===== config.mk =====
export PLATFORM = sky130hd
export DESIGN_NAME = bin2bcd_resultado
export DESIGN_NICKNAME = d
export VERILOG_FILES = /design/src/rtl/bin2bcd_resultado.sv
export SDC_FILE = /design/constraint.sdc
export NUM_CORES = 1
export LEC_CHECK = 0
export ABC_AREA = 1
export CELL_PAD_IN_SITES_DETAIL_PLACEMENT = 0
export CELL_PAD_IN_SITES_GLOBAL_PLACEMENT = 2
export CORE_ASPECT_RATIO = 1.2
export CORE_MARGIN = 3
export CORE_UTILIZATION = 33
export CTS_CLUSTER_DIAMETER = 80
export DETAILED_ROUTE_END_ITERATION = 6
export PLACE_DENSITY_LB_ADDON = 0.1
export SYNTH_ARGS = -nofsm -noshare
export SYNTH_HDL_FRONTEND = slang
export SYNTH_SLANG_ARGS = --single-unit

===== constraint.sdc =====
create_clock -name clk -period 2.1 [get_ports clk]
set_clock_uncertainty 0.05 [all_clocks]
set_input_delay 0.42 -clock clk [delete_from_list [all_inputs] [get_ports clk]]
set_output_delay 0.42 -clock clk [all_outputs]
set_load 0.005 [all_outputs]

===== src/rtl/bin2bcd_resultado.sv =====
// Sequential 32-bit binary to 10-digit packed BCD converter (double dabble).
// Start/done handshake matches the shift-add multiplier so the two chain directly.
module bin2bcd_resultado #(
  parameter bit SIGNED = 1'b1
) (
  input  logic        clk,
  input  logic        reset,
  input  logic        init,
  input  logic [31:0] bin,
  output logic [39:0] bcd,
  output logic        sign,
  output logic        busy,
  output logic        DONE
);

  typedef enum logic [1:0] {
    S_IDLE  = 2'd0,
    S_ADJ   = 2'd1,
    S_SHIFT = 2'd2,
    S_FIN   = 2'd3
  } state_t;

  state_t      state_q, state_d;
  logic [31:0] shift_q, shift_d;
  logic [39:0] scratch_q, scratch_d;
  logic [4:0]  count_q, count_d;
  logic        neg_q, neg_d;
  logic [39:0] bcd_q, bcd_d;
  logic        sign_q, sign_d;
  logic        neg_in;

  assign neg_in = SIGNED && bin[31];

  // NOTE: every variable gets a default before the case, so no path leaves one unassigned (no latches).
  always_comb begin
    state_d   = state_q;
    shift_d   = shift_q;
    scratch_d = scratch_q;
    count_d   = count_q;
    neg_d     = neg_q;
    bcd_d     = bcd_q;
    sign_d    = sign_q;

    case (state_q)
      S_IDLE: begin
        if (init) begin
          neg_d     = neg_in;
          shift_d   = neg_in ? (32'd0 - bin) : bin;
          scratch_d = '0;
          // 5-bit counter loaded with 0 stands for 32: it wraps to 31 on the first shift.
          count_d   = 5'd0;
          state_d   = S_ADJ;
        end
      end

      S_ADJ: begin
        for (int i = 0; i < 10; i++) begin
          if (scratch_q[4*i +: 4] >= 4'd5) begin
            scratch_d[4*i +: 4] = scratch_q[4*i +: 4] + 4'd3;
          end
        end
        state_d = S_SHIFT;
      end

      S_SHIFT: begin
        {scratch_d, shift_d} = {scratch_q[38:0], shift_q, 1'b0};
        count_d              = count_q - 5'd1;
        if (count_d == 5'd0) begin
          bcd_d   = {scratch_q[38:0], shift_q[31]};
          sign_d  = neg_q;
          state_d = S_FIN;
        end else begin
          state_d = S_ADJ;
        end
      end

      S_FIN: state_d = S_IDLE;

      default: state_d = S_IDLE;
    endcase
  end

  // NOTE: sequential state uses non-blocking assignments so all registers update from the same pre-edge values.
  always_ff @(posedge clk or negedge reset) begin
    if (!reset) begin
      state_q   <= S_IDLE;
      shift_q   <= '0;
      scratch_q <= '0;
      count_q   <= '0;
      neg_q     <= 1'b0;
      bcd_q     <= '0;
      sign_q    <= 1'b0;
    end else begin
      state_q   <= state_d;
      shift_q   <= shift_d;
      scratch_q <= scratch_d;
      count_q   <= count_d;
      neg_q     <= neg_d;
      bcd_q     <= bcd_d;
      sign_q    <= sign_d;
    end
  end

  assign bcd  = bcd_q;
  assign sign = sign_q;
  assign busy = (state_q != S_IDLE);
  assign DONE = (state_q == S_FIN);

endmodule


==> impl_metrics.yaml, run 1 <==
global_routing:
  grt_start_max_net_pins: 61
  grt.overflow.total: 0
  gr-usage-all-layers_pct: 16.4
  grt_first_pass_wirelength_mm: 31.2
  antenna_found_initial: 0
  grt_pass1_vias: 6273
sta:
  tightest_slew_ns: 0.412
  rsz0062_at_grt: "no"
  hold_violations: 0
  relSlewSlack_pct: 72.4
  finalSetupViolations: 0
  fin_crit_ns: 1.90
  fmax_mhz: 526
  period_share_pct: 90.6
  timing.final.max_slew_violations: 0
  worst_slack_ns: 0.198
floorplan:
  dieArea_um2: 23100
  die_y_um: 166
  die_w_um: 139
  start_util_pct: 34.1
  io-pin-count: 78
  fp.coreArea_um2: 20600
  rows: 57
clock_tree:
  cts_num_sinks: 121
  cts_tree: "done"
  cts_made_buffers: 17
  cts.clk_slew.worst_paths_ns: 0.06
  clockBufferDepth: 2
  cts_root_buffer: "clkbuf_16"
  cts_max_level: 4
  clk_latency_ns: 0.41
synth:
  syn-instance-count: 910
  yosysUniqueCellTypes: 33
  yosys_warnings: 0
  synthMuxAreaShare_pct: 0
  synthAdderAreaFrac_pct: 4.80
  synth_compound_area_share_pct: 20.1
  synthXorXnorAreaFrac_pct: 0.996
  synth_top_family_by_area: "simple AND/OR/NAND/NOR gates"
  synth-simple-area-share_pct: 22.7
  syn_avg_cell_area_um2: 7.73
  syn_nets: 972
  yosys_register_bits: 121
  synth_area_um2: 7030
  synth_seq_area_share_pct: 43.1
power_and_ir_drop:
  cellPowerDensity_nw_per_um2: 1310
  p_leak_uw: 0.00415
  max-vdd-ir-drop_v: 0.000540
finish:
  layoutNonFillerInstCount: 1299
  diodes: 0
  syn_to_final_growth_pct: 28.1
  nets: 1083
  drive_above_1_share_pct: 13.9
hold_path:
  hp-class: "in -> async"
detailed_routing:
  drcViolationCount: 0
  detail-route-antenna-nets: 0
  drt_first_pass_iters: 5
  wl_mm: 18.4
  drtIter0Drc: 246
  routedWlPerCell_um: 14.2
  num_vias: 6175
  post_drt_via_cell_ratio: 4.75
worst_setup_path:
  worstPathArrival_ns: 2.20
  endpoint_kind: "register"
  crit_type: "reg -> reg"
  cp.required_ns: 2.40
  start_kind: "register"
  critPathMaxFanout: 40
outcome:
  outcome: "finished clean"
place:
  post-place-ws_ns: -0.0770
  gp_congestion: 0.787
  dp_hpwl_mm: 13.1
  io_buffer_count: 77
  placedCellCount: 1263
job:
  max-cap-violations: 0
==> synthesized netlist by cell type (all sizes together) <==
cell	n	area, um^2
a31oi	1	6.26
nor4	1	6.26
ha	27	338
a21oi	37	185
a211oi	10	75.1
a21o	1	7.51
nor3	2	10.0
nand4	3	18.8
o31ai	1	7.51
nand3	50	260
nand2	208	791
a22oi	11	82.6
dfrtp	121	3030
o22ai	33	206
inv	94	353
o211ai	3	22.5
nor2	118	485
o21ai	139	820
nand3b	3	22.5
xnor2	4	35.0
buf	27	191
clkbuf	12	45.0
xor2	4	35.0
==> placed cells by master (no fill, tap or decap), drive strengths merged, types with 4 or more instances in the layout <==
cell type	Yosys	routed
o21ai	139	139
xnor2	4	4
clkdlybuf4s50	0	74
o22ai	33	33
inv	94	94
nand2	208	208
a21oi	37	37
ha	27	27
a211oi	10	10
xor2	4	4
buf	27	54
nor2	118	118
dfrtp	121	121
clkbuf	12	25
a22oi	11	11
nand3	50	50
==> critical path, cell delays in order (launching register included) <==
cell and delay, ns:
dfrtp_1 0.37, inv_1 0.10, ha_1 0.24, inv_2 0.08
o21ai_1 0.35, inv_2 0.10, buf_12 0.19, a21oi_1 0.18
nand2_1 0.10, nand2_1 0.06
==> flip-flops by register name, summed over array words and instances (netlist names) <==
name / count
bcd: 40
scratch_q: 40
neg_q: 1
sign: 1
count_q: 5
shift_q: 32
state_q: 2
==> final cells by class <==
cell class,instances,area [um^2]
fillers,2145,11600
multi-input cells,656,3430
inverters,94,353
flip-flops and latches,121,3030
well taps,265,332
clock inverters,7,90.1
repair buffers,131,1280
clock buffers,25,495
==> final timing paths <==
| path | from | end | slack [ns] | cells past startpoint |
|---|---|---|---|---|
| max | state_q[0]$_DFFE_PN0P_ | shift_q[21]$_DFFE_PN0P_ | 0.20 | 9 |
| min | reset | scratch_q[9]$_DFFE_PN0P_ | 0.43 | 2 |
| max reg2reg | state_q[0]$_DFFE_PN0P_ | shift_q[21]$_DFFE_PN0P_ | 0.20 | 9 |
| min reg2reg | shift_q[16]$_DFFE_PN0P_ | shift_q[16]$_DFFE_PN0P_ | 0.43 | 2 |
| max in group asynchronous | reset | shift_q[20]$_DFFE_PN0P_ | 0.95 | 3 |
| min in group clk | shift_q[16]$_DFFE_PN0P_ | shift_q[16]$_DFFE_PN0P_ | 0.43 | 2 |
==> stage by stage <==
stage | setup TNS (ns) | util [%] | cell area (um^2) | hold slack (ns) | total power, uW
5_1_grt | 0 | 43.7 | 9010 | 0.442 | 12900
3_5_place_dp | -0.283 | 40.7 | 8380 | 0.332 | 9020
6_report | 0 | 43.7 | 9010 | 0.426 | 11800
4_1_cts | 0 | 43.7 | 9000 | 0.428 | 12100
3_3_place_gp | -0.202 | 40.7 | 8380 | 0.334 | 9030
2_1_floorplan | 0 | - | 7030 | 0.0744 | 6860
==> cell families after synthesis <==
family,Yosys count
compound gates,236
fa+ha+maj,27
simple gates,385
xor+xnor,8
buf+inv,133
flops,121
==> metal layers <==
| metal | global-route usage (%) | wire (um) | vias up | share of wire [%] |
|---|---|---|---|---|
| met5 | 0 | 0 | - | 0 |
| met4 | 5.06 | 292 | 0 | 1.6 |
| met3 | 3.14 | 434 | 14 | 2.4 |
| met2 | 28.5 | 9070 | 78 | 49 |
| met1 | 20.5 | 8620 | 2844 | 47 |
| li1 | - | - | 3239 | - |
==> power breakdown <==
part           internal, uW  total [uW]  switching [uW]  leakage (uW)
sequential             3110        3560             444       0.00161
combinational          2220        5380            3170       0.00225
clock                  1870        2900            1040      0.000283
total                  7200       11800            4650       0.00415
==> repair_timing <==
item / CTS / global route
setup endpoints to repair: 1 / 2
buffers inserted: 3 / 0
gates resized for setup: 1 / 3
hold buffers: 1 / 0
pin swaps: 0 / 0
endpoints found under the hold margin: 26 / 0
No activity file was read; power rests on OpenSTA's default activity.
==> run 2, diff against run 1 <==
Settings changed: CORE_MARGIN 3 to not set.
==> impl_metrics.yaml, run 2 (same netlist as run 1, synthesis figures left out) <==
outcome:
  outcome: "finished clean"
clock_tree:
  cts_num_sinks: 121
  cts_root_buffer: "clkbuf_16"
  cts_made_buffers: 17
  cts.clk_slew.worst_paths_ns: 0.06
  cts_tree: "done"
  clockBufferDepth: 2
  cts_max_level: 4
  clk_latency_ns: 0.41
detailed_routing:
  detail-route-antenna-nets: 0
  routedWlPerCell_um: 14.1
  wl_mm: 18.3
  drtIter0Drc: 263
  drcViolationCount: 0
  post_drt_via_cell_ratio: 4.83
  drt_first_pass_iters: 7
  num_vias: 6290
power_and_ir_drop:
  cellPowerDensity_nw_per_um2: 1310
  pwr-share-comb_pct: 45.0
  pwr-share-clk_pct: 25.0
  intPower_uw: 7150
  finalPower_uw: 11800
  p_leak_uw: 0.00412
  max-vdd-ir-drop_v: 0.000771
  switching_share_pct: 39.7
  seqPwrFrac_pct: 30.0
  p_switching_uw: 4700
sta:
  period_share_pct: 96.0
  relSlewSlack_pct: 71.8
  timing.final.max_slew_violations: 0
  rsz0062_at_grt: "yes"
  whs_ns: 0.421
  fmax_mhz: 496
  hold_violations: 0
  tightest_slew_ns: 0.423
  fin_crit_ns: 2.02
  finalSetupViolations: 0
worst_setup_path:
  crit_type: "reg -> out"
  crit_family: "buffers and inverters"
  worstPathCellList: "inv_2 -> ha_4 -> inv_2 -> clkdlybuf4s50_1"
  cp_num_cells: 4
  worstPathArrival_ns: 1.55
  cp.required_ns: 1.63
  slowest_stage: "clkdlybuf4s50_1"
  crit_top_cell: "inv_2"
  start_kind: "register"
  critPathMaxFanout: 3
  crit_buf_inv: 3
  reg2reg_depth: 8
  endpoint_kind: "primary output"
  slowest_delay_ns: 0.49
place:
  placedCellCount: 1265
  dp_hpwl_mm: 13.0
  gp_congestion: 0.750
  io_buffer_count: 77
hold_path:
  hold_depth: 2
  hp-class: "reg -> reg"
finish:
  drive_above_1_share_pct: 14.0
  mostFrequentLayoutCells: "nand2_1, dfrtp_1, nor2_1"
  diodes: 0
  num-fill-cells: 2159
  mostFrequentLayoutCell: "nand2_1"
  layoutNonFillerInstCount: 1301
  nets: 1080
  fin_util_pct: 43.1
  syn_to_final_growth_pct: 28.1
floorplan:
  dieArea_um2: 21900
  die_y_um: 162
  rows: 58
  die_w_um: 135
  fp.coreArea_um2: 20900
  start_util_pct: 33.6
  io-pin-count: 78
global_routing:
  grt_first_pass_wirelength_mm: 30.9
  grt_pass1_vias: 6096
  gr-usage-all-layers_pct: 17.9
  grt.overflow.total: 0
  antenna_found_initial: 0
  grt_start_max_net_pins: 62
job:
  max-cap-violations: 0
## run 2: cell count changes in the layout (fill, tap and decap cells not counted), sizes merged
cell           previous run  this run
dlymetal6s2s              2         1
clkdlybuf4s50            74        75
buf                      54        51
clkinvlp                  2         6
bufinv                    2         3
clkbuf                   25        20
## run 2: worst reg2reg max path, delay by kind of cell (launching register included)
| kind | cells | cell delay [ns] |
|---|---|---|
| AO/OA/AOI/OAI | 1 | 0.09 |
| adder cells (fa/ha/maj) | 1 | 0.25 |
| buffers and inverters | 5 | 0.85 |
| flip-flops | 1 | 0.39 |
| AND/OR/NAND/NOR | 1 | 0.15 |
## run 2: area by class of cell
type / count / area [um^2] / area share (%)
flip-flops and latches: 121 / 3030 / 33.6
clock inverters: 12 / 150 / 1.67
inverters: 94 / 353 / 3.92
clock buffers: 20 / 447 / 4.96
repair buffers: 128 / 1260 / 13.9
well taps: 270 / 338 / 3.75
multi-input cells: 656 / 3440 / 38.2
## run 2: stage by stage
stage / TNS (ns) / worst slack, ns / instance area [um^2]
finish: 0 / 0.0845 / 9010
global route: -0.0144 / -0.0132 / 9010
CTS: 0 / 0.00650 / 9000
detailed placement: -0.219 / -0.0740 / 8370
global placement: -0.122 / -0.0418 / 8370
floorplan: 0 / 0.507 / 7030
## run 2: power groups by stage
stage          Combinational, uW  Clock (uW)  Sequential [uW]
2_1_floorplan               3340           0             3520
3_3_place_gp                5350           0             3590
3_5_place_dp                5340           0             3600
4_1_cts                     5420        3040             3560
5_1_grt                     6070        3130             3660
6_report                    5330        2960             3560
## run 2: timing repair
item | in CTS | in global routing
hold buffers | 1 | 0
setup endpoints to repair | 1 | 2
gates resized for setup | 1 | 4
hold endpoints to repair | 24 | 0
buffers inserted | 3 | 0
## run 2: worst paths after layout
| check | from | slack [ns] | endpoint |
|---|---|---|---|
| max | state_q[0]$_DFFE_PN0P_ | 0.08 | busy |
| min | shift_q[13]$_DFFE_PN0P_ | 0.42 | shift_q[13]$_DFFE_PN0P_ |
| max reg2reg | state_q[1]$_DFFE_PN0P_ | 0.18 | count_q[4]$_DFFE_PN0P_ |
| min reg2reg | shift_q[13]$_DFFE_PN0P_ | 0.42 | shift_q[13]$_DFFE_PN0P_ |
| max in group asynchronous | reset | 1.01 | scratch_q[4]$_DFFE_PN0P_ |
| min in group asynchronous | reset | 0.43 | bcd[10]$_DFFE_PN0P_ |
## run 2: routing by layer
layer	vias to the layer above	routed length, um	global-route usage, %
li1	3225	-	-
met5	-	0	0
met4	0	309	6.38
met3	17	463	2.65
met1	2934	8410	22.4
met2	114	9150	31.1
